$ cat config.mk
export PLATFORM = sky130hd
export DESIGN_NAME = pll_lock_supervisor
export DESIGN_NICKNAME = d
export VERILOG_FILES = /design/src/rtl/pll_lock_supervisor.sv
export SDC_FILE = /design/constraint.sdc
export NUM_CORES = 1
export LEC_CHECK = 0
export ABC_AREA = 1
export CORE_ASPECT_RATIO = 1.1
export CORE_MARGIN = 2
export CORE_UTILIZATION = 51
export DETAILED_ROUTE_END_ITERATION = 8
export GPL_TIMING_DRIVEN = 0
export PLACE_DENSITY_LB_ADDON = 0.3
export SYNTH_ARGS = -nofsm -noshare
export SYNTH_HDL_FRONTEND = slang
export SYNTH_SLANG_ARGS = --single-unit
$ cat constraint.sdc
create_clock -name clkin -period 1.65 [get_ports clkin]
set_clock_uncertainty 0.1 [all_clocks]
set_input_delay 0.2475 -clock clkin [delete_from_list [all_inputs] [get_ports clkin]]
set_output_delay 0.2475 -clock clkin [all_outputs]
set_load 0.005 [all_outputs]
$ cat src/rtl/pll_lock_supervisor.sv
// pll_lock_supervisor
//   Sequences a PLL out of reset and supervises its lock. It pulses the PLL
//   reset, waits for lock (re-pulsing on timeout), and requires lock to hold
//   continuously for a qualification window before it releases the
//   downstream reset. It counts loss-of-lock events and relock timeouts.
//
// Parameters
//   PLL_RST_CYCLES     cycles pll_rst is held high per pulse (1..65535)
//   RELOCK_TIMEOUT     cycles waited for lock before re-pulsing (2..2^20-1)
//   LOCK_STABLE_CYCLES consecutive locked cycles before release (1..2^20-1)
//
// Ports
//   clkin          in   free-running reference clock, the only clock
//   rstn           in   synchronous active-low reset
//   locked         in   PLL lock indication, asynchronous to clkin
//   pll_rst        out  PLL reset, active-high
//   sys_rst_n      out  active-low reset for logic on the PLL clocks
//   lol_count      out  saturating loss-of-lock event count
//   timeout_count  out  saturating relock timeout count
//   state          out  0=RESET_PLL 1=WAIT_LOCK 2=STABILIZE 3=RUN
module pll_lock_supervisor #(
  parameter int unsigned PLL_RST_CYCLES     = 16,
  parameter int unsigned RELOCK_TIMEOUT     = 50000,
  parameter int unsigned LOCK_STABLE_CYCLES = 1024
) (
  input  logic       clkin,
  input  logic       rstn,
  input  logic       locked,
  output logic       pll_rst,
  output logic       sys_rst_n,
  output logic [7:0] lol_count,
  output logic [7:0] timeout_count,
  output logic [1:0] state
);

  typedef enum logic [1:0] {
    RESET_PLL = 2'd0,
    WAIT_LOCK = 2'd1,
    STABILIZE = 2'd2,
    RUN       = 2'd3
  } state_t;

  localparam logic [19:0] RST_LAST    = 20'(PLL_RST_CYCLES - 1);
  localparam logic [19:0] TIMEOUT_LAST = 20'(RELOCK_TIMEOUT - 1);
  localparam logic [19:0] STABLE_LAST = 20'(LOCK_STABLE_CYCLES - 1);

  function automatic logic [7:0] sat_inc(input logic [7:0] v);
    return (v == 8'hFF) ? v : v + 8'd1;
  endfunction

  logic       sync_p0;
  logic       lock_s;
  state_t     state_q;
  state_t     state_d;
  logic [19:0] cnt_q;
  logic [19:0] cnt_d;
  logic       lol_inc;
  logic       to_inc;
  logic [7:0] lol_q;
  logic [7:0] to_q;

  // Synchronizer stage boundary: locked -> sync_p0 -> lock_s
  always_ff @(posedge clkin) begin
    if (!rstn) begin
      sync_p0 <= 1'b0;
      lock_s  <= 1'b0;
    end else begin
      sync_p0 <= locked;
      lock_s  <= sync_p0;
    end
  end

  // A captured low always wins over the terminal count, so a lock that
  // drops on the last qualification cycle never reaches RUN.
  always_comb begin
    state_d = state_q;
    cnt_d   = cnt_q;
    lol_inc = 1'b0;
    to_inc  = 1'b0;
    case (state_q)
      RESET_PLL: begin
        if (cnt_q == RST_LAST) begin
          state_d = WAIT_LOCK;
          cnt_d   = '0;
        end else begin
          cnt_d = cnt_q + 20'd1;
        end
      end
      WAIT_LOCK: begin
        if (lock_s) begin
          state_d = STABILIZE;
          cnt_d   = '0;
        end else if (cnt_q == TIMEOUT_LAST) begin
          state_d = RESET_PLL;
          cnt_d   = '0;
          to_inc  = 1'b1;
        end else begin
          cnt_d = cnt_q + 20'd1;
        end
      end
      STABILIZE: begin
        if (!lock_s) begin
          state_d = WAIT_LOCK;
          cnt_d   = '0;
        end else if (cnt_q == STABLE_LAST) begin
          state_d = RUN;
          cnt_d   = '0;
        end else begin
          cnt_d = cnt_q + 20'd1;
        end
      end
      RUN: begin
        if (!lock_s) begin
          state_d = WAIT_LOCK;
          cnt_d   = '0;
          lol_inc = 1'b1;
        end
      end
      default: begin
        state_d = RESET_PLL;
        cnt_d   = '0;
      end
    endcase
  end

  // State register stage boundary
  always_ff @(posedge clkin) begin
    if (!rstn) begin
      state_q <= RESET_PLL;
      cnt_q   <= '0;
      lol_q   <= '0;
      to_q    <= '0;
    end else begin
      state_q <= state_d;
      cnt_q   <= cnt_d;
      if (lol_inc) lol_q <= sat_inc(lol_q);
      if (to_inc)  to_q  <= sat_inc(to_q);
    end
  end

  assign pll_rst       = (state_q == RESET_PLL);
  assign sys_rst_n     = (state_q == RUN);
  assign state         = state_q;
  assign lol_count     = lol_q;
  assign timeout_count = to_q;

endmodule

# == After elaboration in Yosys (flattened, before gate mapping) ==
# Index checks and enable logic that the tools add are counted.
# op_classes
reduce_logical,4
n_eq_ne,12
bitwise,2
n_addsub,3
mux,19
# ops
cell,count
20-bit two-way mux,6
20-bit case mux with 4 select lines,1
20-bit by 1-bit adder with 20-bit output (second input constant),1
20-bit by 10-bit == test with 1-bit output (second input constant),1
20-bit by 16-bit == test with 1-bit output (second input constant),1
20-bit by 4-bit == test with 1-bit output (second input constant),1
8-bit by 1-bit adder with 8-bit output (second input constant),2
8-bit == test (second input constant),2
2-bit two-way mux,6
2-bit case mux with 4 select lines,1
3-bit != test (second input constant),2
1-bit two-way mux,5
2-bit == test (second input constant),2
2-bit AND reduction,2
4-bit AND reduction,1
2-bit by 1-bit == test with 1-bit output (second input constant),1
2-bit logical NOT,1
2-bit by 1-bit != test with 1-bit output (second input constant),1
2-bit != test (second input constant),1
1-bit NOT,2
# totals
output_inout_bits,20
register_bits,40
elab_cells,46
input_bits,3

# == Longest topological paths before layout ==
# Gate-level depths: netlist (run 1).
# depth
ltp_word,5
mapped_depth,12
mapped_depth_nobuf,11

# == Worst setup path after synthesis (run 1) ==
# No wires, ideal clock.
# synth_timing
kind,register to register
startpoint,"reg state_q[0], in the netlist state[0]"
endpoint,reg cnt_q[13]
period_less_slack_ps,1728
n_path_buf,0
path_stages_with_launch,12
arrival_time_ps,1514
required_ps,1435
setup_time_ps,115
slack_ps,-78
cell_sequence,dfxtp_1 ha_1 nand2_2 inv_1 nor2_2 nand3_1 inv_1 nand2_1 nor2_1 inv_1 o21ai_1 nor2_1
# synth_via
elab_chain_len,2
word_cells_on_any_way,6
cone_classes,4 x eq/ne; 1 x mux; 1 x reduce/logical
# synth_rtl
item,line,text
from (decl),53,state_t state_q;
from (signal assigned),134,state_q <= state_d;
2-bit == test (*),n/a,
net sys_rst_n,30,"output logic sys_rst_n,"
20-bit case mux with 4 select lines / 2-bit != test (equally long branches),n/a,
to (signal assigned),135,cnt_q <= cnt_d;
to (decl),55,logic [19:0] cnt_q;
# The timed path passes the listed nets; every way through them passes the cells marked *.
# A chain may end at the register's enable or synchronous reset.

# == Worst setup path after layout (run 1) ==
# layout_timing
startpoint,reg cnt_q[1]
endpoint,reg cnt_q[14]
# layout_via
elab_chain_len,4
word_cells_on_any_way,10
cone_classes,1 x add/sub; 3 x eq/ne; 6 x mux
# layout_rtl
item,line,text
20-bit by 1-bit adder with 20-bit output (tied with other cells),"86, 98, 109",
20-bit two-way mux (on tied branches),"105, 93",
20-bit two-way mux (on tied branches),"102, 90",
20-bit case mux with 4 select lines (*),80,case (state_q)
# Every way passes the cells marked *; elsewhere a longest branch is shown, timed or not.

==> results of run 1 <==
[registers in the layout, summed over array words and instances, names as in the netlist]
signal	count
cnt_q	20
lol_count	8
timeout_count	8
state	2
lock_s	1
sync_p0	1
[metrics by stage]
step | cell area (µm²) | util (%)
floorplan | 2310 | -
global placement | 2590 | 60.1
detailed placement | 2590 | 60.1
CTS | 2940 | 68.1
global route | 3070 | 71.1
finish | 3070 | 71.1
[kinds of logic after synthesis]
| kind of cell | Yosys count | share of synthesized area [%] |
|---|---|---|
| flops | 40 | 34.7 |
| fa+ha+maj | 8 | 4.34 |
| buf+inv | 52 | 9.55 |
| mux | 1 | 0.434 |
| compound gates | 21 | 4.94 |
| xor+xnor | 14 | 5.32 |
| simple gates | 188 | 40.7 |
[worst min-delay path, cell delays in order]
cell                       delay, ns
sky130_fd_sc_hd__clkbuf_2       0.16
sky130_fd_sc_hd__nand2_1        0.10
sky130_fd_sc_hd__a21oi_1        0.04
[layout by cell type, fill, tap and decap left out, types with 6 or more instances in the layout]
master                            netlist  layout
sky130_fd_sc_hd__nand2_1               69      64
sky130_fd_sc_hd__inv_1                 47      41
sky130_fd_sc_hd__nor2_1                50      40
sky130_fd_sc_hd__nand3_1               24      21
sky130_fd_sc_hd__dfxtp_1               40      21
sky130_fd_sc_hd__clkdlybuf4s50_1        0      19
sky130_fd_sc_hd__nor2_4                11      16
sky130_fd_sc_hd__buf_4                  0      15
sky130_fd_sc_hd__dfxtp_2                0      14
sky130_fd_sc_hd__nand2_2                6       9
sky130_fd_sc_hd__xor2_1                10       9
sky130_fd_sc_hd__a21oi_1                9       9
sky130_fd_sc_hd__nor2_2                 3       8
sky130_fd_sc_hd__nand4_1                7       7
sky130_fd_sc_hd__nor3_1                 8       6
[routing by layer]
| metal | global-route usage (%) | vias to the layer above | wire length [µm] |
|---|---|---|---|
| met5 | 0 | - | 0 |
| met4 | 8.44 | 0 | 146 |
| met2 | 40.5 | 46 | 2770 |
| met3 | 6.20 | 16 | 202 |
| li1 | - | 1113 | - |
| met1 | 24.9 | 1015 | 2220 |
[power by group through the flow]
| stage | clock network, W | logic, W | registers [W] |
|---|---|---|---|
| finish | 0.000640 | 0.00102 | 0.00113 |
| global route | 0.000678 | 0.00114 | 0.00113 |
| CTS | 0.000650 | 0.00108 | 0.00113 |
| detailed placement | 0 | 0.000748 | 0.00111 |
| global placement | 0 | 0.000728 | 0.00111 |
| floorplan | 0 | 0.000551 | 0.00110 |
[area by class of cell]
type	count	area (µm²)	area share, %
multi-input cells	232	1470	48.0
flip-flops and latches	40	837	27.3
repair buffers	40	383	12.5
inverters	47	181	5.91
clock buffers	5	68.8	2.24
well taps	54	67.6	2.20
plain buffers	5	43.8	1.43
clock inverters	2	12.5	0.408
[repair_timing]
action / 4_1_cts / 5_1_grt
hold buffers: 0 / 0
endpoints found under the hold margin: 0 / 0
buffers inserted: 13 / 6
pin swaps: 18 / 14
endpoints found under the setup margin: 36 / 38
gates cloned: 1 / 1
gates resized for setup: 43 / 35
[final timing paths]
path	start	endpoint	slack, ns	depth (start not counted)
setup / recovery	cnt_q[1]$_SDFFE_PN0N_	cnt_q[14]$_SDFFE_PN0N_	-0.07	12
hold reg to reg	sync_p0$_SDFF_PN0_	lock_s$_SDFF_PN0_	0.33	2
hold / removal	rstn	timeout_count[2]$_SDFFE_PN0P_	0.18	3
setup reg to reg	cnt_q[1]$_SDFFE_PN0N_	cnt_q[14]$_SDFFE_PN0N_	-0.07	12
==> summary.txt, run 1 <==
Logic synthesis
  – Sequential fraction of the synthesis area: 34.7%
  – Fraction of synthesized cell area taken by the top area cell type: 34.7%
  – Synth warn: 0
  – Prevailing post-synth register cell: sky130_fd_sc_hd__dfxtp_1
  – Post-synthesis cell area: 2300 µm²
  – Most numerous cell in the Yosys netlist: sky130_fd_sc_hd__nand2_1
  – Number of synthesized register bits: 40
  – Average cell area after synthesis: 7.11 µm²
  – Distinct cell type count after synthesis: 34
  – Post-synth top area cell: sky130_fd_sc_hd__dfxtp_1
  – Number of instances in the synthesized netlist: 324
  – Cell types with the highest counts after synthesis: 69 x sky130_fd_sc_hd__nand2_1, 50 x sky130_fd_sc_hd__nor2_1, 47 x sky130_fd_sc_hd__inv_1
  – Share of flip-flops with an asynchronous set or reset: 0%
  – Leading post-synthesis cells by cell area: sky130_fd_sc_hd__dfxtp_1 35%, sky130_fd_sc_hd__nand2_1 11%, sky130_fd_sc_hd__nor2_1 8.1%
  – EDFF count, synth: 0
  – Synthesized Nets: 335

Floorplanning
  – Top-level I/O count: 23
  – Core footprint: 4320 µm²
  – Rows: 25
  – Die Height: 74.5 µm
  – Horizontal die dimension: 68.1 µm
  – Starting density of the core: 53.4%
  – Area of the die: 5070 µm²

STA
  – Top achievable clock speed: 581 MHz
  – Setup repair after global routing missed its margin: true
  – Final-layout setup total negative slack: -0.565 ns
  – Transition time at the pin with the least slew margin: 0.474 ns
  – Total count of max-transition violations in the final report: 0
  – Hold Violations, Final: 0
  – Final worst path period need: 1.72 ns
  – Ratio of final minimum period to clock period: 104%
  – Max_slew headroom: 68.4%
  – Tightest hold margin: 0.180 ns
  – Worst Slack Setup Final: -0.0726 ns
  – Finish-stage setup viols: 10

Detailed routing
  – Count of antenna-violating nets left after detailed routing: 0
  – Initial detailed-routing violation count: 67
  – Via density: 5.15
  – DR DRC count: 0
  – Pre-antenna DRT Iters: 4
  – Wire length per cell: 12.6 µm
  – Vias: 2190
  – Detailed-route wire length: 5340 µm

Clock tree
  – Clock sink count: 40
  – H-tree lvl count: 2
  – Clock tree from TritonCTS: yes
  – Clk buf depth: 2
  – Clock transition time at the flip-flop clock pins of the worst setup and hold paths: 0.08 ns
  – TritonCTS buffer count: 5
  – Worst skew pair latency: 0.30 ns
  – Buffer type at the clock tree root: sky130_fd_sc_hd__clkbuf_8

Power
  – Combinational share of power: 36.7%
  – Final total power: 0.00279 W
  – Maximum vdd drop: 1060 µV
  – Leakage power: 1.30 nW
  – Clock network fraction of design power: 22.9%
  – Internal: 0.00182 W
  – Switching power of the nets: 0.000975 W
  – Sequential power share: 40.4%
  – Switching power share of the total: 34.9%
  – Power Dens Cells: 910 nW/µm²

Setup path
  – Worst setup path class: flip-flop to flip-flop
  – Slowest-stage cell, CP: sky130_fd_sc_hd__dfxtp_2
  – Worst Setup Start Kind: flip-flop
  – Critical Path Fanout Max: 7
  – Slowest cell delay on critical path: 0.36 ns
  – Data arrival time of the critical path: 1.82 ns
  – Cells along the critical path: ha_4 -> nand3_4 -> nor2_4 -> nand3_2 -> nand2_1 -> nand2_2 -> nand2_2 -> nand2_2 -> nand2_4 -> buf_12 -> buf_12 -> nor2_4
  – Top Family by Delay on Critical Path: simple AND/OR/NAND/NOR gates
  – Crit. End Element: flip-flop
  – Buffer and inverter count on the worst path: 2
  – Data required time of the critical path: 1.75 ns
  – Critical Path Most Common Cell: sky130_fd_sc_hd__nand2_2

Global routing
  – Global-route wire length before repair: 8540 µm
  – Via count of the first global-routing pass: 2012
  – Total global-route track usage: 22.5%
  – Number of antenna violations at the first check in global routing: 0
  – Pin count of the biggest net entering global routing: 13
  – Global route total overflow: 0

Final layout
  – Ratio of cells with drive above 1 in the final layout: 28.8%
  – Finished Layout Cells: 425
  – Area Growth Syn to Fin: 33.1%
  – Number of nets at the end of the flow: 382
  – Number of inserted diodes: 0
  – Fill cell instance count of the final layout: 341

Run
  – Max-cap violations: 0

Worst hold path
  – Path type of the worst min-delay path: input pin to flip-flop

Place
  – Worst setup timing slack at the placement stage: -0.211 ns
  – Number of buffers inserted by port buffering: 21
  – RD Place Congestion: 0.802
  – Count of placed standard cells including taps: 399
  – Detail Placement HPWL: 3370 µm

Outcome
  – Result of the run: finished with violations
  – Failing checks: setup timing
Note: power is estimated with default switching activity, not from simulation.
==> run 2, diff against run 1 <==
--- a/config.mk
+++ b/config.mk
@@ -5,10 +5,9 @@
 export SDC_FILE = /design/constraint.sdc
 export NUM_CORES = 1
 export LEC_CHECK = 0
-export ABC_AREA = 1
 export CORE_ASPECT_RATIO = 1.1
 export CORE_MARGIN = 2
-export CORE_UTILIZATION = 51
+export CORE_UTILIZATION = 50
 export DETAILED_ROUTE_END_ITERATION = 8
 export GPL_TIMING_DRIVEN = 0
 export PLACE_DENSITY_LB_ADDON = 0.3
==> summary.txt, run 2 <==
Logic synthesis
  – Post-synth top area cell: sky130_fd_sc_hd__dfxtp_1 (unchanged)
  – Cell types with the highest counts after synthesis: 40 x sky130_fd_sc_hd__dfxtp_1, 35 x sky130_fd_sc_hd__nor2_1, 23 x sky130_fd_sc_hd__nand2_1 (was 69 x sky130_fd_sc_hd__nand2_1, 50 x sky130_fd_sc_hd__nor2_1, 47 x sky130_fd_sc_hd__inv_1)
  – EDFF count, synth: 0 (unchanged)
  – Fraction of synthesized cell area taken by the top area cell type: 40.7% (was 34.7%)
  – Prevailing post-synth register cell: sky130_fd_sc_hd__dfxtp_1 (unchanged)
  – Most numerous cell in the Yosys netlist: sky130_fd_sc_hd__dfxtp_1 (was sky130_fd_sc_hd__nand2_1)
  – Share of flip-flops with an asynchronous set or reset: 0% (unchanged)
  – Synth warn: 0 (unchanged)
  – Average cell area after synthesis: 8.83 µm² (was 7.11 µm²)
  – Leading post-synthesis cells by cell area: sky130_fd_sc_hd__dfxtp_1 41%, sky130_fd_sc_hd__nor2_1 6.7%, sky130_fd_sc_hd__xnor2_1 6.7% (was sky130_fd_sc_hd__dfxtp_1 35%, sky130_fd_sc_hd__nand2_1 11%, sky130_fd_sc_hd__nor2_1 8.1%)
  – Sequential fraction of the synthesis area: 40.7% (was 34.7%)
  – Distinct cell type count after synthesis: 39 (was 34)
  – Number of synthesized register bits: 40 (unchanged)
  – Post-synthesis cell area: 1970 µm² (was 2300 µm²)
  – Number of instances in the synthesized netlist: 223 (was 324)
  – Synthesized Nets: 234 (was 335)

Place
  – Detail Placement HPWL: 2760 µm (was 3370 µm)
  – Post-DP Area: 2340 µm² (was 2590 µm²)
  – Number of buffers inserted by port buffering: 22 (was 21)
  – RD Place Congestion: 0.825 (was 0.802)

Floorplanning
  – Rows: 23 (was 25)
  – Die Height: 69.8 µm (was 74.5 µm)
  – Area of the die: 4460 µm² (was 5070 µm²)
  – Starting density of the core: 53.1% (was 53.4%)
  – Horizontal die dimension: 63.8 µm (was 68.1 µm)
  – Top-level I/O count: 23 (unchanged)
  – Core footprint: 3710 µm² (was 4320 µm²)

Clock tree
  – Clock tree from TritonCTS: yes (unchanged)
  – Clock transition time at the flip-flop clock pins of the worst setup and hold paths: 0.07 ns (was 0.08 ns)
  – Buffer type at the clock tree root: sky130_fd_sc_hd__clkbuf_8 (unchanged)
  – H-tree lvl count: 2 (unchanged)
  – Hold-fix buffer count after cts: 0 (unchanged)
  – TritonCTS buffer count: 5 (unchanged)
  – Worst skew pair latency: 0.29 ns (was 0.30 ns)
  – Clk buf depth: 2 (unchanged)
  – Clock sink count: 40 (unchanged)

Final layout
  – Register name with the most flops: cnt_q (unchanged)
  – Area Growth Syn to Fin: 33.0% (was 33.1%)
  – Top library cells by usage in the layout, fill and taps aside: 34 x sky130_fd_sc_hd__nor2_1, 30 x sky130_fd_sc_hd__dfxtp_1, 23 x sky130_fd_sc_hd__nand2_1 (was 64 x sky130_fd_sc_hd__nand2_1, 41 x sky130_fd_sc_hd__inv_1, 40 x sky130_fd_sc_hd__nor2_1)
  – Ratio of cells with drive above 1 in the final layout: 22.1% (was 28.8%)
  – Register area: 818 µm² (was 837 µm²)
  – Number of inserted diodes: 0 (unchanged)
  – Multi-input combinational cell area: 1290 µm² (was 1470 µm²)
  – Final std cell area, no fill: 2620 µm² (was 3070 µm²)
  – Fill cell instance count of the final layout: 265 (was 341)
  – Leading cell type in the layout, fill and taps excluded: sky130_fd_sc_hd__nor2_1 (was sky130_fd_sc_hd__nand2_1)
  – Number of nets at the end of the flow: 272 (was 382)
  – Number of flip-flops in the largest register: 20 (unchanged)

Detailed routing
  – Detailed-route wire length: 4050 µm (was 5340 µm)
  – Vias: 1657 (was 2190)
  – Count of antenna-violating nets left after detailed routing: 0 (unchanged)
  – Pre-antenna DRT Iters: 4 (unchanged)
  – Via density: 5.31 (was 5.15)
  – DR DRC count: 0 (unchanged)
  – Wire length per cell: 13.0 µm (was 12.6 µm)
  – Initial detailed-routing violation count: 57 (was 67)

Power
  – Leakage power: 0.893 nW (was 1.30 nW)
  – Clock network fraction of design power: 39.1% (was 22.9%)
  – Switching power share of the total: 21.5% (was 34.9%)
  – Combinational share of power: 3.3% (was 36.7%)
  – Internal: 0.00134 W (was 0.00182 W)
  – Switching power of the nets: 0.000366 W (was 0.000975 W)
  – Sequential power share: 57.6% (was 40.4%)
  – Final total power: 0.00170 W (was 0.00279 W)
  – Maximum vdd drop: 733 µV (was 1060 µV)
  – Power Dens Cells: 650 nW/µm² (was 910 nW/µm²)

Setup path
  – R2r worst-path depth: 7 (was 12)
  – Startpoint of the worst register-to-register path: cnt_q[10]$_SDFFE_PN0N_ (was cnt_q[1]$_SDFFE_PN0N_)
  – Slowest cell delay on critical path: 0.39 ns (was 0.36 ns)
  – Slowest-stage cell, CP: sky130_fd_sc_hd__o41ai_4 (was sky130_fd_sc_hd__dfxtp_2)
  – Data required time of the critical path: 1.74 ns (was 1.75 ns)
  – Data arrival time of the critical path: 2.10 ns (was 1.82 ns)
  – Worst setup path class: flip-flop to flip-flop (unchanged)
  – Crit. End Element: flip-flop (unchanged)
  – R2r endpoint: cnt_q[4]$_SDFFE_PN0N_ (was cnt_q[14]$_SDFFE_PN0N_)
  – Critical Path Fanout Max: 6 (was 7)
  – Worst reg-to-reg setup slack: -0.36 ns (was -0.07 ns)
  – Worst Setup Start Kind: flip-flop (unchanged)
  – Cells along the critical path: nor4_4 -> and4_1 -> buf_6 -> a21oi_4 -> o41ai_4 -> buf_4 -> nor2_1 (was ha_4 -> nand3_4 -> nor2_4 -> nand3_2 -> nand2_1 -> nand2_2 -> nand2_2 -> nand2_2 -> nand2_4 -> buf_12 -> buf_12 -> nor2_4)

STA
  – Top achievable clock speed: 496 MHz (was 581 MHz)
  – Finish-stage setup viols: 30 (was 10)
  – Ratio of final minimum period to clock period: 122% (was 104%)
  – Worst Slack Setup Final: -0.364 ns (was -0.0726 ns)
  – Max_slew headroom: 71.0% (was 68.4%)
  – Hold Violations, Final: 0 (unchanged)
  – Final worst path period need: 2.01 ns (was 1.72 ns)
  – Setup repair after global routing missed its margin: true (unchanged)
  – Total count of max-transition violations in the final report: 0 (unchanged)
  – Transition time at the pin with the least slew margin: 0.436 ns (was 0.474 ns)

Global routing
  – Number of antenna violations at the first check in global routing: 0 (unchanged)
  – Global-route wire length before repair: 7110 µm (was 8540 µm)
  – Total global-route track usage: 20.1% (was 22.5%)
  – Global route total overflow: 0 (unchanged)
  – Via count of the first global-routing pass: 1580 (was 2012)
  – Pin count of the biggest net entering global routing: 12 (was 13)

Worst hold path
  – Worst hold start: sync_p0$_SDFF_PN0_ (was rstn)
  – Hold depth: 1 (was 3)
  – Path type of the worst min-delay path: flip-flop to flip-flop (was input pin to flip-flop)
  – Hold worst-path end: lock_s$_SDFF_PN0_ (was timeout_count[2]$_SDFFE_PN0P_)

Run
  – Max-cap violations: 0 (unchanged)

Outcome
  – Result of the run: finished with violations (unchanged)
  – Failing checks: setup timing (unchanged)
-- run 2: worst max path at each step --
stage,startpoint,end,slack (ns)
6_report,cnt_q[10]$_SDFFE_PN0N_,cnt_q[4]$_SDFFE_PN0N_,-0.36
2_1_floorplan,cnt_q[12]$_SDFFE_PN0N_,state[0]$_SDFFE_PN0P_,-0.19
3_3_place_gp,rstn,cnt_q[1]$_SDFFE_PN0N_,-0.34
3_5_place_dp,cnt_q[10]$_SDFFE_PN0N_,cnt_q[12]$_SDFFE_PN0N_,-0.37
5_1_grt,cnt_q[12]$_SDFFE_PN0N_,state[0]$_SDFFE_PN0P_,-0.46
4_1_cts,cnt_q[12]$_SDFFE_PN0N_,state[1]$_SDFFE_PN0P_,-0.35
-- run 2: cell type report --
type / instances / share of cell area (%)
Multi-Input combinational cell: 173 / 49.4
Sequential cell: 40 / 31.2
Timing Repair Buffer: 31 / 11.4
Clock buffer: 8 / 3.44
Tap cell: 50 / 2.39
Buffer: 4 / 1.29
Inverter: 6 / 0.860
-- run 2: critical path, delay by kind of cell (launching register included) --
family | cells | cell delay, ns
buffers and inverters | 2 | 0.36
AOI/OAI and AO/OA | 2 | 0.46
and+or+nand+nor | 3 | 0.60
DFF | 1 | 0.37
-- run 2: per-stage QoR --
| step | setup TNS, ns | worst slack [ns] | hold WS [ns] | utilization (%) | std cells |
|---|---|---|---|---|---|
| 4_1_cts | -8.90 | -0.350 | 0.343 | 67.1 | 306 |
| 3_5_place_dp | -10.31 | -0.370 | 0.332 | 63.1 | 295 |
| 2_1_floorplan | -4.20 | -0.187 | 0.269 | - | 223 |
| 3_3_place_gp | -9.25 | -0.342 | 0.319 | 63.1 | 295 |
| 6_report | -9.25 | -0.364 | 0.339 | 70.5 | 312 |
| 5_1_grt | -12.21 | -0.464 | 0.368 | 70.5 | 312 |
-- run 2: cell families (layout without fill, tap and decap cells) --
group | count (synthesis) | count (layout) | synth area share, %
AOI/OAI and AO/OA | 21 | 21 | 8.07
and+or+nand+nor | 113 | 113 | 30.1
muxes | 3 | 3 | 1.52
DFF | 40 | 40 | 40.7
xor gates and xnor gates | 28 | 28 | 12.5
buffers and inverters | 10 | 49 | 2.10
adders and majority gates | 8 | 8 | 5.08
-- run 2: repair_timing --
item / CTS / global route
gates resized for setup: 10 / 24
pin swaps: 0 / 3
endpoints found under the setup margin: 34 / 41
buffers inserted: 3 / 5
gates cloned: 0 / 1
-- run 2: metal layers --
layer / global-route usage [%] / up-vias / wire, µm
li1: - / 849 / -
met4: 8.45 / 0 / 83
met2: 32.5 / 29 / 1970
met5: 0 / - / 0
met1: 24.9 / 771 / 1870
met3: 5.36 / 8 / 125
-- run 2: power groups by stage --
| stage | sequential (W) | clock, W | combinational, W |
|---|---|---|---|
| after floorplan | 0.00101 | 0 | 0.0000338 |
| after global placement | 0.00101 | 0 | 0.0000484 |
| after detailed placement | 0.00101 | 0 | 0.0000508 |
| after CTS | 0.000985 | 0.000684 | 0.0000514 |
| after global routing | 0.000983 | 0.000723 | 0.0000626 |
| final | 0.000982 | 0.000666 | 0.0000557 |
==> run 3, diff against run 2 <==
--- a/config.mk
+++ b/config.mk
@@ -5,9 +5,9 @@
 export SDC_FILE = /design/constraint.sdc
 export NUM_CORES = 1
 export LEC_CHECK = 0
+export CAP_MARGIN = 40
 export CORE_ASPECT_RATIO = 1.1
-export CORE_MARGIN = 2
-export CORE_UTILIZATION = 50
+export CORE_UTILIZATION = 59
 export DETAILED_ROUTE_END_ITERATION = 8
 export GPL_TIMING_DRIVEN = 0
 export PLACE_DENSITY_LB_ADDON = 0.3
==> constraint.sdc (replaced) <==
create_clock -name clkin -period 2.5 [get_ports clkin]
set_clock_uncertainty 0.1 [all_clocks]
set_input_delay 0.375 -clock clkin [delete_from_list [all_inputs] [get_ports clkin]]
set_output_delay 0.375 -clock clkin [all_outputs]
set_load 0.005 [all_outputs]
==> summary.txt, run 3 (synthesis results as in run 2) <==
Outcome
  – Result of the run: finished with violations (unchanged)
  – Failing checks: DRC (was setup timing)

Global routing
  – Global route total overflow: 0 (unchanged)
  – Global-route wire length before repair: 6570 µm (was 7110 µm)
  – Pin count of the biggest net entering global routing: 12 (unchanged)
  – Total global-route track usage: 23.6% (was 20.1%)
  – Via count of the first global-routing pass: 1540 (was 1580)
  – Number of antenna violations at the first check in global routing: 0 (unchanged)

Clock tree
  – Buffers inserted by post-CTS timing repair: 0 (was 3)
  – Clock transition time at the flip-flop clock pins of the worst setup and hold paths: 0.10 ns (was 0.07 ns)
  – Clock tree from TritonCTS: yes (unchanged)
  – Post-cts repair resize count: 0 (was 10)
  – Worst skew pair latency: 0.35 ns (was 0.29 ns)
  – H-tree lvl count: 2 (unchanged)
  – Buffer type at the clock tree root: sky130_fd_sc_hd__clkbuf_4 (was sky130_fd_sc_hd__clkbuf_8)
  – Clock sink count: 40 (unchanged)
  – Hold-fix buffer count after cts: 0 (unchanged)
  – Clk buf depth: 2 (unchanged)
  – TritonCTS buffer count: 5 (unchanged)

Final layout
  – Multi-input combinational cell area: 1130 µm² (was 1290 µm²)
  – Number of inserted diodes: 0 (unchanged)
  – Leading cell type in the layout, fill and taps excluded: sky130_fd_sc_hd__dfxtp_1 (was sky130_fd_sc_hd__nor2_1)
  – Number of flip-flops in the largest register: 20 (unchanged)
  – Final Core Density: 73.9% (was 70.5%)
  – Number of nets at the end of the flow: 263 (was 272)
  – Top library cells by usage in the layout, fill and taps aside: 40 x sky130_fd_sc_hd__dfxtp_1, 35 x sky130_fd_sc_hd__nor2_1, 23 x sky130_fd_sc_hd__nand2_1 (was 34 x sky130_fd_sc_hd__nor2_1, 30 x sky130_fd_sc_hd__dfxtp_1, 23 x sky130_fd_sc_hd__nand2_1)
  – Area Growth Syn to Fin: 16.3% (was 33.0%)
  – Ratio of cells with drive above 1 in the final layout: 7.11% (was 22.1%)
  – Register area: 801 µm² (was 818 µm²)
  – Fill cell instance count of the final layout: 233 (was 265)
  – Register name with the most flops: cnt_q (unchanged)

Detailed routing
  – DR DRC count: 7 (was 0)
  – Wire length per cell: 13.0 µm (about the same)
  – Met2 wirelength from detailed routing: 1810 µm (was 1970 µm)
  – Pre-antenna DRT Iters: 6 (was 4)
  – Met3 Wirelength: 151 µm (was 125 µm)
  – Vias: 1632 (was 1657)
  – Routed length on met1: 1700 µm (was 1870 µm)
  – Detailed-route wire length: 3730 µm (was 4050 µm)
  – Highest metal layer used by the detailed router: met4 (unchanged)
  – Initial detailed-routing violation count: 73 (was 57)
  – Via density: 5.69 (was 5.31)
  – Count of antenna-violating nets left after detailed routing: 0 (unchanged)

Power
  – Switching power share of the total: 22.1% (was 21.5%)
  – Clock network fraction of design power: 33.5% (was 39.1%)
  – Combinational share of power: 2.9% (was 3.3%)
  – Leakage power: 0.780 nW (was 0.893 nW)
  – Power Dens Cells: 444 nW/µm² (was 650 nW/µm²)
  – Maximum vdd drop: 342 µV (was 733 µV)
  – Sequential power share: 63.7% (was 57.6%)
  – Switching power of the nets: 0.000225 W (was 0.000366 W)
  – Internal: 0.000793 W (was 0.00134 W)

Floorplanning
  – Horizontal die dimension: 57.1 µm (was 63.8 µm)
  – Area of the die: 3570 µm² (was 4460 µm²)
  – Starting density of the core: 63.5% (was 53.1%)
  – Die Height: 62.6 µm (was 69.8 µm)
  – Rows: 21 (was 23)
  – Core footprint: 3100 µm² (was 3710 µm²)
  – Top-level I/O count: 23 (unchanged)

STA
  – Ratio of final minimum period to clock period: 88.7% (was 122%)
  – Transition time at the pin with the least slew margin: 0.518 ns (was 0.436 ns)
  – Total count of max-transition violations in the final report: 0 (unchanged)
  – Hold Violations, Final: 0 (unchanged)
  – Setup repair after global routing missed its margin: false (was true)
  – Final worst path period need: 2.22 ns (was 2.01 ns)
  – Top achievable clock speed: 451 MHz (was 496 MHz)
  – Final-layout setup total negative slack: 0 ns (was -9.25 ns)
  – Finish-stage setup viols: 0 (was 30)
  – Max_slew headroom: 65.2% (was 71.0%)

Worst hold path
  – Path type of the worst min-delay path: flip-flop to flip-flop (unchanged)
  – Worst hold start: sync_p0$_SDFF_PN0_ (unchanged)

Setup path
  – R2r endpoint: cnt_q[4]$_SDFFE_PN0N_ (unchanged)
  – Worst Setup Start Kind: flip-flop (unchanged)
  – R2r worst-path depth: 8 (was 7)
  – Data required time of the critical path: 2.64 ns (was 1.74 ns)
  – Data arrival time of the critical path: 2.36 ns (was 2.10 ns)
  – Worst setup path class: flip-flop to flip-flop (unchanged)
  – Critical Path Fanout Max: 10 (was 6)
  – First element of the critical path: cnt_q[0]$_SDFFE_PN0N_ (was cnt_q[10]$_SDFFE_PN0N_)
  – Worst setup path endpoint: cnt_q[4]$_SDFFE_PN0N_ (unchanged)
  – Startpoint of the worst register-to-register path: cnt_q[0]$_SDFFE_PN0N_ (was cnt_q[10]$_SDFFE_PN0N_)
  – Crit. End Element: flip-flop (unchanged)
  – Worst reg-to-reg setup slack: 0.28 ns (was -0.36 ns)

Place
  – Detail Placement HPWL: 2680 µm (was 2760 µm)
  – Number of buffers inserted by port buffering: 22 (unchanged)
  – RD Place Congestion: 0.813 (was 0.825)

Run
  – Max-cap violations: 0 (unchanged)
[run 3: worst max-delay path, cell delays in order (launching register included)]
cell,delay (ns)
sky130_fd_sc_hd__dfxtp_1,0.41
sky130_fd_sc_hd__ha_1,0.18
sky130_fd_sc_hd__and3_1,0.21
sky130_fd_sc_hd__and4_1,0.19
sky130_fd_sc_hd__buf_2,0.17
sky130_fd_sc_hd__a21oi_1,0.14
sky130_fd_sc_hd__o41ai_2,0.32
sky130_fd_sc_hd__buf_2,0.29
sky130_fd_sc_hd__nor2_1,0.08
[run 3: area by class of cell]
cell class                 count  share of cell area (%)
buffer                         4                   0.819
clock buffer                   8                    2.57
inverter                       6                   0.983
multi-input combinational    173                    49.2
sequential                    40                    35.0
tap                           34                    1.86
timing repair buffer          22                    9.61
[run 3: how the worst min path moves through the flow]
stage / end / slack, ns / cells past startpoint
5_1_grt: lock_s$_SDFF_PN0_ / 0.40 / 1
3_5_place_dp: lock_s$_SDFF_PN0_ / 0.32 / 1
4_1_cts: lock_s$_SDFF_PN0_ / 0.35 / 1
6_report: lock_s$_SDFF_PN0_ / 0.35 / 1
3_3_place_gp: lock_s$_SDFF_PN0_ / 0.32 / 1
2_1_floorplan: lock_s$_SDFF_PN0_ / 0.31 / 1
[run 3: metal layers]
| layer | track usage [%] | vias up |
|---|---|---|
| met1 | 28.0 | 743 |
| met4 | 9.15 | 0 |
| met2 | 39.3 | 44 |
| met3 | 7.45 | 8 |
| met5 | 0 | - |
| li1 | - | 837 |
[run 3: power by group through the flow]
stage	combinational (W)	sequential (W)	clock, W
after CTS	0.0000293	0.000648	0.000343
final	0.0000291	0.000648	0.000341
after global routing	0.0000322	0.000650	0.000377
after global placement	0.0000276	0.000662	0
after detailed placement	0.0000291	0.000662	0
after floorplan	0.0000186	0.000661	0
[run 3: per-stage QoR]
| stage | total power (W) | std cells | hold slack, ns | setup slack, ns | instance area, µm² |
|---|---|---|---|---|---|
| floorplan | 0.000680 | 223 | 0.312 | 0.440 | 1970 |
| global placement | 0.000690 | 279 | 0.315 | 0.306 | 2230 |
| detailed placement | 0.000692 | 279 | 0.323 | 0.269 | 2230 |
| CTS | 0.00102 | 287 | 0.348 | 0.296 | 2290 |
| global route | 0.00106 | 287 | 0.399 | 0.104 | 2290 |
| finish | 0.00102 | 287 | 0.348 | 0.283 | 2290 |
